[config.mk]
export PLATFORM = sky130hd
export DESIGN_NAME = uart_tx
export DESIGN_NICKNAME = d
export VERILOG_FILES = /design/src/rtl/uart_tx.sv
export SDC_FILE = /design/constraint.sdc
export NUM_CORES = 1
export LEC_CHECK = 0
export ABC_AREA = 0
export CORE_UTILIZATION = 48
export CTS_CLUSTER_DIAMETER = 200
export CTS_CLUSTER_SIZE = 14
export DETAILED_ROUTE_END_ITERATION = 10
export PLACE_DENSITY = 0.69
export SYNTH_ARGS = -nofsm -noshare
export SYNTH_HDL_FRONTEND = slang
export SYNTH_SLANG_ARGS = --single-unit
[constraint.sdc]
create_clock -name clk -period 4.55 [get_ports clk]
set_input_delay 0.455 -clock clk [delete_from_list [all_inputs] [get_ports clk]]
set_output_delay 0.455 -clock clk [all_outputs]
set_load 0.05 [all_outputs]
[src/rtl/uart_tx.sv]
// uart_tx: 8N1 UART transmitter, LSB first, with registered line, busy and done outputs
module uart_tx #(
  parameter int CLK_FREQ = 100_000_000,
  parameter int BAUD     = 9600,
  parameter int BAUD_DIV = CLK_FREQ / BAUD
) (
  input  logic       clk,
  input  logic       reset,
  input  logic       tx_start,
  input  logic [7:0] tx_data,
  output logic       tx,
  output logic       tx_busy,
  output logic       tx_done
);
  localparam int CW = $clog2(BAUD_DIV);
  typedef enum logic [1:0] {IDLE, START, DATA, STOP} state_t;
  state_t        state, state_n;
  logic [CW-1:0] cnt, cnt_n;
  logic [2:0]    idx, idx_n;
  logic [7:0]    shift_reg, shift_n;
  logic          tick, tx_n, busy_n, done_n;
  assign tick = cnt == CW'(BAUD_DIV - 1);
  always_comb begin
    state_n = state;
    cnt_n = cnt;
    idx_n = idx;
    shift_n = shift_reg;
    if (state == IDLE) begin
      if (tx_start) begin
        state_n = START;
        shift_n = tx_data;
        cnt_n = '0;
        idx_n = '0;
      end
    end else begin
      cnt_n = tick ? '0 : cnt + CW'(1);
      if (tick) begin
        state_n = state == START ? DATA : state == STOP ? IDLE : idx == 3'd7 ? STOP : DATA;
        if (state == DATA) begin
          shift_n = shift_reg >> 1;
          idx_n = idx + 3'd1;
        end
      end
    end
    // outputs are registered from the next state so tx moves exactly on bit boundaries
    tx_n = state_n == START ? 1'b0 : state_n == DATA ? shift_n[0] : 1'b1;
    busy_n = state_n != IDLE;
    done_n = state == STOP && tick;
  end
  always_ff @(posedge clk or negedge reset) begin
    if (!reset) begin
      state <= IDLE;
      cnt <= '0;
      idx <= '0;
      shift_reg <= '0;
      tx <= 1'b1;
      tx_busy <= 1'b0;
      tx_done <= 1'b0;
    end else begin
      state <= state_n;
      cnt <= cnt_n;
      idx <= idx_n;
      shift_reg <= shift_n;
      tx <= tx_n;
      tx_busy <= busy_n;
      tx_done <= done_n;
    end
  end
endmodule

==> impl_metrics.env <==
export IMPL_hold_viol=0
export IMPL_finalMaxSlewViolations=0
export IMPL_die_y_um=60.0
export IMPL_cts_hold_buffers_added=0
export IMPL_ys_ff_latch=30
export IMPL_fin_crit_ns=2.19
export IMPL_r2r_cells=4
export IMPL_floorplan_initialDensity_pct=51.7
export IMPL_synth_xor_area_share_pct=2.17
export IMPL_cts_buffers=5
export IMPL_netlist_instances=153
export IMPL_max_vdd_ir_drop_mv=0.277
export IMPL_crit_path_max_fanout=20
export IMPL_synth_top_family_by_area="simple AND/OR/NAND/NOR gates"
export IMPL_viasPerCell=5.69
export IMPL_port_buffers=13
export IMPL_synth_compound_area_share_pct=16.9
export IMPL_grt_pass1_vias=1158
export IMPL_cts_setup_buffers=0
export IMPL_drv_cap=0
export IMPL_core_area_mm2=0.00313
export IMPL_grt_setup_unrepaired="no"
export IMPL_worstSkewPairLatency_ns=0.34
export IMPL_synthMuxAreaShare_pct=4.49
export IMPL_drive_gt1_share_pct=12.7
export IMPL_synth_edf_count=0
export IMPL_pwr_share_comb_pct=19.2
export IMPL_power_frac_seq_pct=52.1
export IMPL_clk_pin_slew_ns=0.10
export IMPL_synth_fp_nets=167
export IMPL_row_count=20
export IMPL_placed_area_mm2=0.00175
export IMPL_netlist_area_mm2=0.00162
export IMPL_drc=0
export IMPL_power_leakage_nw=0.852
export IMPL_htreeDepth=2
export IMPL_cts_resized_gates=0
export IMPL_die_w_um=60.0
export IMPL_n_antenna_cell=0
export IMPL_setup_viol=0
export IMPL_tritoncts="built"
export IMPL_antenna_found_initial=0
export IMPL_regToRegEndpoint="cnt[10]"
export IMPL_finalCritPeriodShare_pct=48.0
export IMPL_overflow=0
export IMPL_rrSetupSlack_ns=2.36
export IMPL_num_vias=1189
export IMPL_post_route_cell_area_mm2=0.00183
export IMPL_cts_sinks=30
export IMPL_synth_ff_type="dfrtp_1"
export IMPL_cp_end_kind="flip-flop"
export IMPL_async_flop_share_pct=100
export IMPL_internal_power_uw=489
export IMPL_cp_start_kind="flip-flop"
export IMPL_drt_iter0_drc=81
export IMPL_worstMarginPinSlew_ns=0.861
export IMPL_p_switching_uw=208
export IMPL_fin_nets=178
export IMPL_clockRootBuffer="clkbuf_4"
export IMPL_p_per_area_mw_per_mm2=381
export IMPL_grt_pass1_wl_mm=5.40
export IMPL_route_final_wire_length_mm=3.10
export IMPL_crit_arrival_ns=2.44
export IMPL_cp_required_ns=4.81
export IMPL_yosysSeqAreaShare_pct=46.5
export IMPL_place_congestion=0.776
export IMPL_boundaryPins=14
export IMPL_sw_frac_of_total_pct=29.8
export IMPL_p_clk_share_pct=28.7
export IMPL_fmax_mhz=458
export IMPL_yosysWarnings=0
export IMPL_largest_reg_flops=14
export IMPL_status="complete, no violations"
export IMPL_clock_path_buffers=2
export IMPL_synth_cell_types=42
export IMPL_synthAdderAreaFrac_pct=2.32
export IMPL_drtAntennaViolNets=0
export IMPL_fin_tns_setup_ns=0
export IMPL_slew_headroom_pct=42.6
export IMPL_wl_per_cell_um=14.8
export IMPL_yosys_area_share_simple_pct=23.0
export IMPL_hp_class="input pin to async pin"
export IMPL_finClkSkew_ns=0.0102
export IMPL_syn_to_final_growth_pct=13.3
export IMPL_first_pass_iters=4
export IMPL_grt_usage_pct=20.9
export IMPL_die_area_mm2=0.00360
export IMPL_place_hpwl_mm=2.13
export IMPL_grt_max_degree=31
export IMPL_r2r_start="state[0]"
export IMPL_avgSynthCellArea_um2=10.6
export IMPL_path_class="flip-flop to flip-flop"
-- stage by stage --
step / hold slack [ns] / worst slack (ns) / total power, mW / util, % / cells
finish: 0.483 / 2.36 / 0.697 / 58.6 / 209
global route: 0.518 / 2.14 / 0.739 / 58.6 / 209
CTS: 0.489 / 2.37 / 0.705 / 58.6 / 209
detailed placement: 0.499 / 2.42 / 0.502 / 56.0 / 201
global placement: 0.493 / 2.51 / 0.499 / 56.0 / 201
floorplan: 0.159 / 2.80 / 0.462 / - / 153
-- power groups by stage --
stage / clock, mW / combinational (mW) / sequential [mW]
after floorplan: 0 / 0.107 / 0.355
after global placement: 0 / 0.132 / 0.367
after detailed placement: 0 / 0.135 / 0.368
after CTS: 0.207 / 0.136 / 0.362
after global routing: 0.217 / 0.149 / 0.372
final: 0.200 / 0.134 / 0.363
-- cell type report --
cell class	instances	area [um^2]
timing repair buffer	14	138
sequential	30	752
tap	44	55.1
multi-input combinational	108	790
inverter	5	18.8
clock buffer	8	78.8
fill	285	1300
-- kinds of logic (layout without fill, tap and decap cells) --
| family | after synthesis | count (layout) |
|---|---|---|
| simple gates | 57 | 57 |
| compound gates | 37 | 37 |
| flops | 30 | 30 |
| buf+inv | 15 | 27 |
| mux | 7 | 7 |
| xor+xnor | 4 | 4 |
| fa+ha+maj | 3 | 3 |
-- Yosys cell counts (all sizes together) (4+ instances only) --
cell type | count | area, um^2
a22o | 4 | 35.0
nor2 | 4 | 15.0
xnor2 | 4 | 35.0
nand4 | 5 | 46.3
mux2i | 5 | 50.1
nand2b | 4 | 25.0
a221o | 6 | 60.1
dfrtp | 29 | 726
and3 | 12 | 80.1
a21oi | 9 | 45.0
buf | 7 | 45.0
inv | 5 | 18.8
a31oi | 7 | 43.8
o21ai | 6 | 30.0
nand3 | 5 | 25.0
nand2 | 12 | 45.0
-- how the worst max path moves through the flow --
stage / start / endpoint
floorplan: cnt[0] / cnt[7]
global placement: cnt[0] / cnt[10]
detailed placement: cnt[0] / cnt[10]
CTS: cnt[0] / cnt[10]
global route: state[0] / cnt[10]
finish: state[0] / cnt[10]
-- metal layers --
metal	up-vias	routed length [um]	GRT usage [%]
met3	7	106	6.49
met2	19	1350	30.5
met5	-	0	0
met1	567	1600	28.6
li1	596	-	-
met4	0	54	9.30
-- worst max-delay path, stage by stage (launching register included) --
cell     delay, ns
dfrtp_1       0.62
nor2_1        0.29
a41oi_2       0.76
a41oi_1       0.22
a31oi_1       0.20
-- placed cells by master (no fill, tap or decap), drive strengths merged, types with 4 or more instances in the layout --
| cell type | instances |
|---|---|
| a22o | 4 |
| mux2i | 5 |
| nand4 | 5 |
| clkbuf | 8 |
| and3 | 12 |
| nand2b | 4 |
| nand2 | 12 |
| dfrtp | 29 |
| xnor2 | 4 |
| inv | 5 |
| clkdlybuf4s50 | 13 |
| a31oi | 7 |
| nor2 | 4 |
| nand3 | 5 |
| o21ai | 6 |
| a221o | 6 |
| a21oi | 9 |
No activity file was read; power rests on OpenSTA's default activity.
==> variant 1 (same settings) <==
Put one more register stage on the output `tx`, with the module's reset. The value now appears one clock later. The other outputs are not delayed to match. Comments in the files are not updated.
--- a/src/rtl/uart_tx.sv
+++ b/src/rtl/uart_tx.sv
@@ -16,2 +16,4 @@
   typedef enum logic [1:0] {IDLE, START, DATA, STOP} state_t;
+
+  logic tx_s0;
   state_t        state, state_n;
@@ -55,3 +57,3 @@
       shift_reg <= '0;
-      tx <= 1'b1;
+      tx_s0 <= 1'b1;
       tx_busy <= 1'b0;
@@ -63,3 +65,3 @@
       shift_reg <= shift_n;
-      tx <= tx_n;
+      tx_s0 <= tx_n;
       tx_busy <= busy_n;
@@ -68,2 +70,10 @@
   end
+  always_ff @(posedge clk or negedge reset) begin
+    if (!reset) begin
+      tx <= '0;
+    end else begin
+      tx <= tx_s0;
+    end
+  end
+
 endmodule
Behaviour: not the same (a bounded check fails within 4 cycles, from zero or initial values and one cycle with reset low).
==> variant 1 against the unedited design <==
- clock power decreased by 29%
- total power decreased by 6.5%
- cell area decreased by 0.68%
- wire length increased by 0.16%
- area after synthesis increased by 1.5%
- die area increased by 1.5%
- sequential share of layout area increased by 1.7 points
- setup slack improved by 0.027 ns
- cell count decreased by 0.48%
- sequential cell count increased by 1
- clock skew decreased by 0.0016 ns
==> variant 1: results (changes against the unedited design) <==
\begin{tabular}{lr}
\hline
Metric & Value \\
\hline
\multicolumn{2}{l}{\textbf{Run status}} \\
\quad Result of the run & finished clean (unchanged) \\
\multicolumn{2}{l}{\textbf{Timing}} \\
\quad Worst clock skew on the final layout & 0.00861 ns (was 0.0102 ns) \\
\quad Final hold slack & 0.395 ns (was 0.483 ns) \\
\quad Worst Slack Setup Final & 2.39 ns (was 2.36 ns) \\
\multicolumn{2}{l}{\textbf{Setup path}} \\
\quad R2R Setup Slk & 2.39 ns (was 2.36 ns) \\
\quad Worst reg-to-reg path cell count & 5 (was 4) \\
\multicolumn{2}{l}{\textbf{Logic synthesis}} \\
\quad Top cells by area in the synthesized netlist & sky130\_fd\_sc\_hd\_\_dfrtp\_1, sky130\_fd\_sc\_hd\_\_and3\_1, sky130\_fd\_sc\_hd\_\_a221o\_1 (unchanged) \\
\quad Fraction of the mapped netlist area in adder cells & 0.0229 (was 0.0232) \\
\quad Portion of netlist area occupied by mux cells & 0.0442 (was 0.0449) \\
\quad Sequential area share after synthesis & 0.473 (was 0.465) \\
\quad Post-Synthesis Net Count & 168 (was 167) \\
\quad Cell types with the highest counts after synthesis & sky130\_fd\_sc\_hd\_\_dfrtp\_1, sky130\_fd\_sc\_hd\_\_nand2\_1, sky130\_fd\_sc\_hd\_\_and3\_1 (unchanged) \\
\quad Compound-cell area share of the yosys netlist & 0.166 (was 0.169) \\
\multicolumn{2}{l}{\textbf{Detailed routing}} \\
\quad DR WL/cell & 14.9 um (was 14.8 um) \\
\quad Sum of routed wire segments on met1 & 1.54 mm (was 1.60 mm) \\
\quad Metal2 WL & 1.38 mm (was 1.35 mm) \\
\quad Detail-routed via count per cell & 5.88 (was 5.69) \\
\quad Met3 Routed Length & 134 um (was 106 um) \\
\quad Drt initial violations & 33 (was 81) \\
\multicolumn{2}{l}{\textbf{Place}} \\
\quad Last weighted congestion value of the routability-driven placer & 0.759 (was 0.776) \\
\quad Post-placement cell area & 1780 um2 (was 1750 um2) \\
\multicolumn{2}{l}{\textbf{Power}} \\
\quad LEAKAGE & 0.846 nW (was 0.852 nW) \\
\multicolumn{2}{l}{\textbf{Global route}} \\
\quad Largest net degree at the start of global routing & 32 (was 31) \\
\quad Wire length of the first global-routing pass & 5.42 mm (was 5.40 mm) \\
\multicolumn{2}{l}{\textbf{Layout}} \\
\quad Number of nets in the finished design & 179 (was 178) \\
\hline
\end{tabular}
-- variant 1: final cells by class --
type,instances,area [um2]
inverter,5,18.8
clock buffer,6,41.3
multi-input combinational,108,790
timing repair buffer,14,138
sequential,31,777
fill,284,1330
tap,44,55.1
-- variant 1: routing by layer --
metal | up-vias | GRT usage
met1 | 592 | 0.280
met5 | - | 0
met3 | 8 | 0.0576
li1 | 596 | -
met2 | 27 | 0.312
met4 | 0 | 0.0779
-- variant 1: power by group --
group          switching (mW)  internal, mW  total [mW]
logic                  0.0644        0.0715       0.136
registers              0.0525         0.321       0.374
clock network          0.0876        0.0548       0.142
total                   0.205         0.448       0.652
-- variant 1: critical path, stage by stage (launching register included) --
cell and delay, ns:
sky130_fd_sc_hd__dfrtp_1 0.41, sky130_fd_sc_hd__ha_1 0.31, sky130_fd_sc_hd__and3_4 0.25, sky130_fd_sc_hd__a41oi_2 0.68
sky130_fd_sc_hd__a41oi_1 0.23, sky130_fd_sc_hd__a31oi_1 0.20
==> variant 2 (config.mk and constraints unchanged) <==
Made on the original files. Change the parameter `CLK_FREQ` from 100_000_000 to 200_000_000.
--- a/src/rtl/uart_tx.sv
+++ b/src/rtl/uart_tx.sv
@@ -2,3 +2,3 @@
 module uart_tx #(
-  parameter int CLK_FREQ = 100_000_000,
+  parameter int CLK_FREQ = 200_000_000,
   parameter int BAUD     = 9600,
Formal check against the unedited RTL: same outputs for any inputs over 10 cycles, from zero or initial values and one cycle with reset low; that may be too few to reach the edited logic, so the function may still have changed.
==> variant 2 against the unedited design <==
- count of clock-buffer cells in the layout unchanged
- non-clock buffer count unchanged
- fmax down 16%
- sequential cell count up 1
- total power up 1.6%
- cell count up 6.2%
- setup slack worse by 0.41 ns
- critical path depth up 1
- cell area down 0.48%
- sequential power up 10%
- area after synthesis down 1.8%
- wire length up 5.2%
- global-route usage down 0.16 points
- critical endpoint is now cnt[9]$_DFFE_PN0P_
==> variant 2: results (changes against the unedited design) <==
\begin{tabular}{lr}
\hline
Metric & Value \\
\hline
\multicolumn{2}{l}{\textbf{Run status}} \\
\quad Result of the run & finished clean (unchanged) \\
\multicolumn{2}{l}{\textbf{Global route}} \\
\quad Largest net degree at the start of global routing & 21 (was 31) \\
\quad GRT Resource Usage Total & 0.208 (was 0.209) \\
\quad Wire length of the first global-routing pass & 5.46 mm (was 5.40 mm) \\
\quad Number of global-route vias before repair & 1202 (was 1158) \\
\multicolumn{2}{l}{\textbf{Place}} \\
\quad Total half-perimeter wirelength after legalization and detailed placement & 2.27 mm (was 2.13 mm) \\
\multicolumn{2}{l}{\textbf{Power}} \\
\quad Int Power & 478 uW (was 489 uW) \\
\quad Sequential share of power & 0.566 (was 0.521) \\
\quad LEAKAGE & 0.767 nW (was 0.852 nW) \\
\quad Power dissipated in the clock network & 185 uW (was 200 uW) \\
\quad Worst voltage drop across the vdd grid & 180 uV (was 277 uV) \\
\multicolumn{2}{l}{\textbf{Setup path}} \\
\quad Worst reg-to-reg path cell count & 5 (was 4) \\
\quad R2r endpoint & cnt[9]\$\_DFFE\_PN0P\_ (was cnt[10]\$\_DFFE\_PN0P\_) \\
\quad Largest driver fanout on the critical path & 14 (was 20) \\
\quad WP data arrival & 2.81 ns (was 2.44 ns) \\
\quad Source of the worst register-to-register timing path & cnt[2]\$\_DFFE\_PN0P\_ (was state[0]\$\_DFF\_PN0\_) \\
\quad Cell at the slowest stage of the critical path & sky130\_fd\_sc\_hd\_\_o41ai\_2 (was sky130\_fd\_sc\_hd\_\_a41oi\_2) \\
\quad R2R Setup Slk & 1.95 ns (was 2.36 ns) \\
\multicolumn{2}{l}{\textbf{Logic synthesis}} \\
\quad Post-Synthesis Net Count & 178 (was 167) \\
\quad Instance count of the mapped netlist & 163 (was 153) \\
\quad Top cells by area in the synthesized netlist & sky130\_fd\_sc\_hd\_\_dfrtp\_1, sky130\_fd\_sc\_hd\_\_o21ai\_0, sky130\_fd\_sc\_hd\_\_nand2\_1 (was sky130\_fd\_sc\_hd\_\_dfrtp\_1, sky130\_fd\_sc\_hd\_\_and3\_1, sky130\_fd\_sc\_hd\_\_a221o\_1) \\
\multicolumn{2}{l}{\textbf{Detailed routing}} \\
\quad Overall via count from detail\_route & 1329 (was 1189) \\
\quad Detail-routed via count per cell & 5.99 (was 5.69) \\
\multicolumn{2}{l}{\textbf{Layout}} \\
\quad Flip-flop count of the largest register after layout & 15 (was 14) \\
\quad Number of nets in the finished design & 192 (was 178) \\
\quad Total of fill cells in the finished design & 303 (was 285) \\
\multicolumn{2}{l}{\textbf{Timing}} \\
\quad Tightest Pin Transition & 1.14 ns (was 0.861 ns) \\
\hline
\end{tabular}
variant 2: cell count changes after synthesis, moves of 3 or more:
cell / before / now
sky130_fd_sc_hd__nand2b_1: 4 / 0
sky130_fd_sc_hd__o21ai_0: 2 / 21
sky130_fd_sc_hd__a22o_1: 4 / 1
sky130_fd_sc_hd__buf_2: 3 / 0
sky130_fd_sc_hd__nand2_1: 12 / 17
sky130_fd_sc_hd__mux2i_1: 5 / 0
sky130_fd_sc_hd__clkbuf_1: 3 / 6
sky130_fd_sc_hd__nor2_1: 4 / 11
sky130_fd_sc_hd__nand4_1: 4 / 8
sky130_fd_sc_hd__a21oi_1: 9 / 3
sky130_fd_sc_hd__and3_1: 11 / 8
variant 2: area by class of cell:
| class | instances | area, um2 | area share |
|---|---|---|---|
| Sequential cell | 31 | 777 | 0.426 |
| Multi-Input combinational cell | 119 | 762 | 0.418 |
| Inverter | 6 | 22.5 | 0.0124 |
| Clock buffer | 8 | 68.8 | 0.0377 |
| Tap cell | 44 | 55.1 | 0.0302 |
| Timing Repair Buffer | 14 | 138 | 0.0755 |
variant 2: how the worst max path moves through the flow:
stage	slack, ns	from	to
floorplan	2.26	cnt[2]$_DFFE_PN0P_	idx[0]$_DFFE_PN0P_
detailed placement	1.99	cnt[2]$_DFFE_PN0P_	cnt[9]$_DFFE_PN0P_
global placement	2.03	cnt[2]$_DFFE_PN0P_	shift_reg[4]$_DFFE_PN0P_
finish	1.95	cnt[2]$_DFFE_PN0P_	cnt[9]$_DFFE_PN0P_
global route	1.77	cnt[2]$_DFFE_PN0P_	cnt[9]$_DFFE_PN0P_
CTS	1.97	cnt[2]$_DFFE_PN0P_	cnt[9]$_DFFE_PN0P_
variant 2: cell families after synthesis:
kind of cell    count (synthesis)  share of synthesized area
compound gates                 47                      0.195
xor+xnor                        3                     0.0166
fa+ha+maj                       4                     0.0315
buf+inv                        13                     0.0307
flops                          31                      0.489
mux                             1                    0.00709
simple gates                   64                      0.229
variant 2: worst max-delay path, delay by kind of cell, from the launching register on:
family	cells	cell delay (ns)
simple gates	2	0.69
compound gates	3	1.34
flops	1	0.45
variant 2: metrics by stage:
| step | power, mW | hold WS (ns) |
|---|---|---|
| 2_1_floorplan | 0.478 | 0.159 |
| 3_3_place_gp | 0.516 | 0.469 |
| 3_5_place_dp | 0.527 | 0.474 |
| 4_1_cts | 0.712 | 0.468 |
| 5_1_grt | 0.755 | 0.488 |
| 6_report | 0.708 | 0.455 |
variant 2: layer usage:
metal / vias up / GRT usage / share of wire
met5: - / 0 / 0
li1: 639 / - / -
met3: 7 / 0.0459 / 0.056
met2: 47 / 0.316 / 0.47
met1: 636 / 0.290 / 0.46
met4: 0 / 0.0764 / 0.015
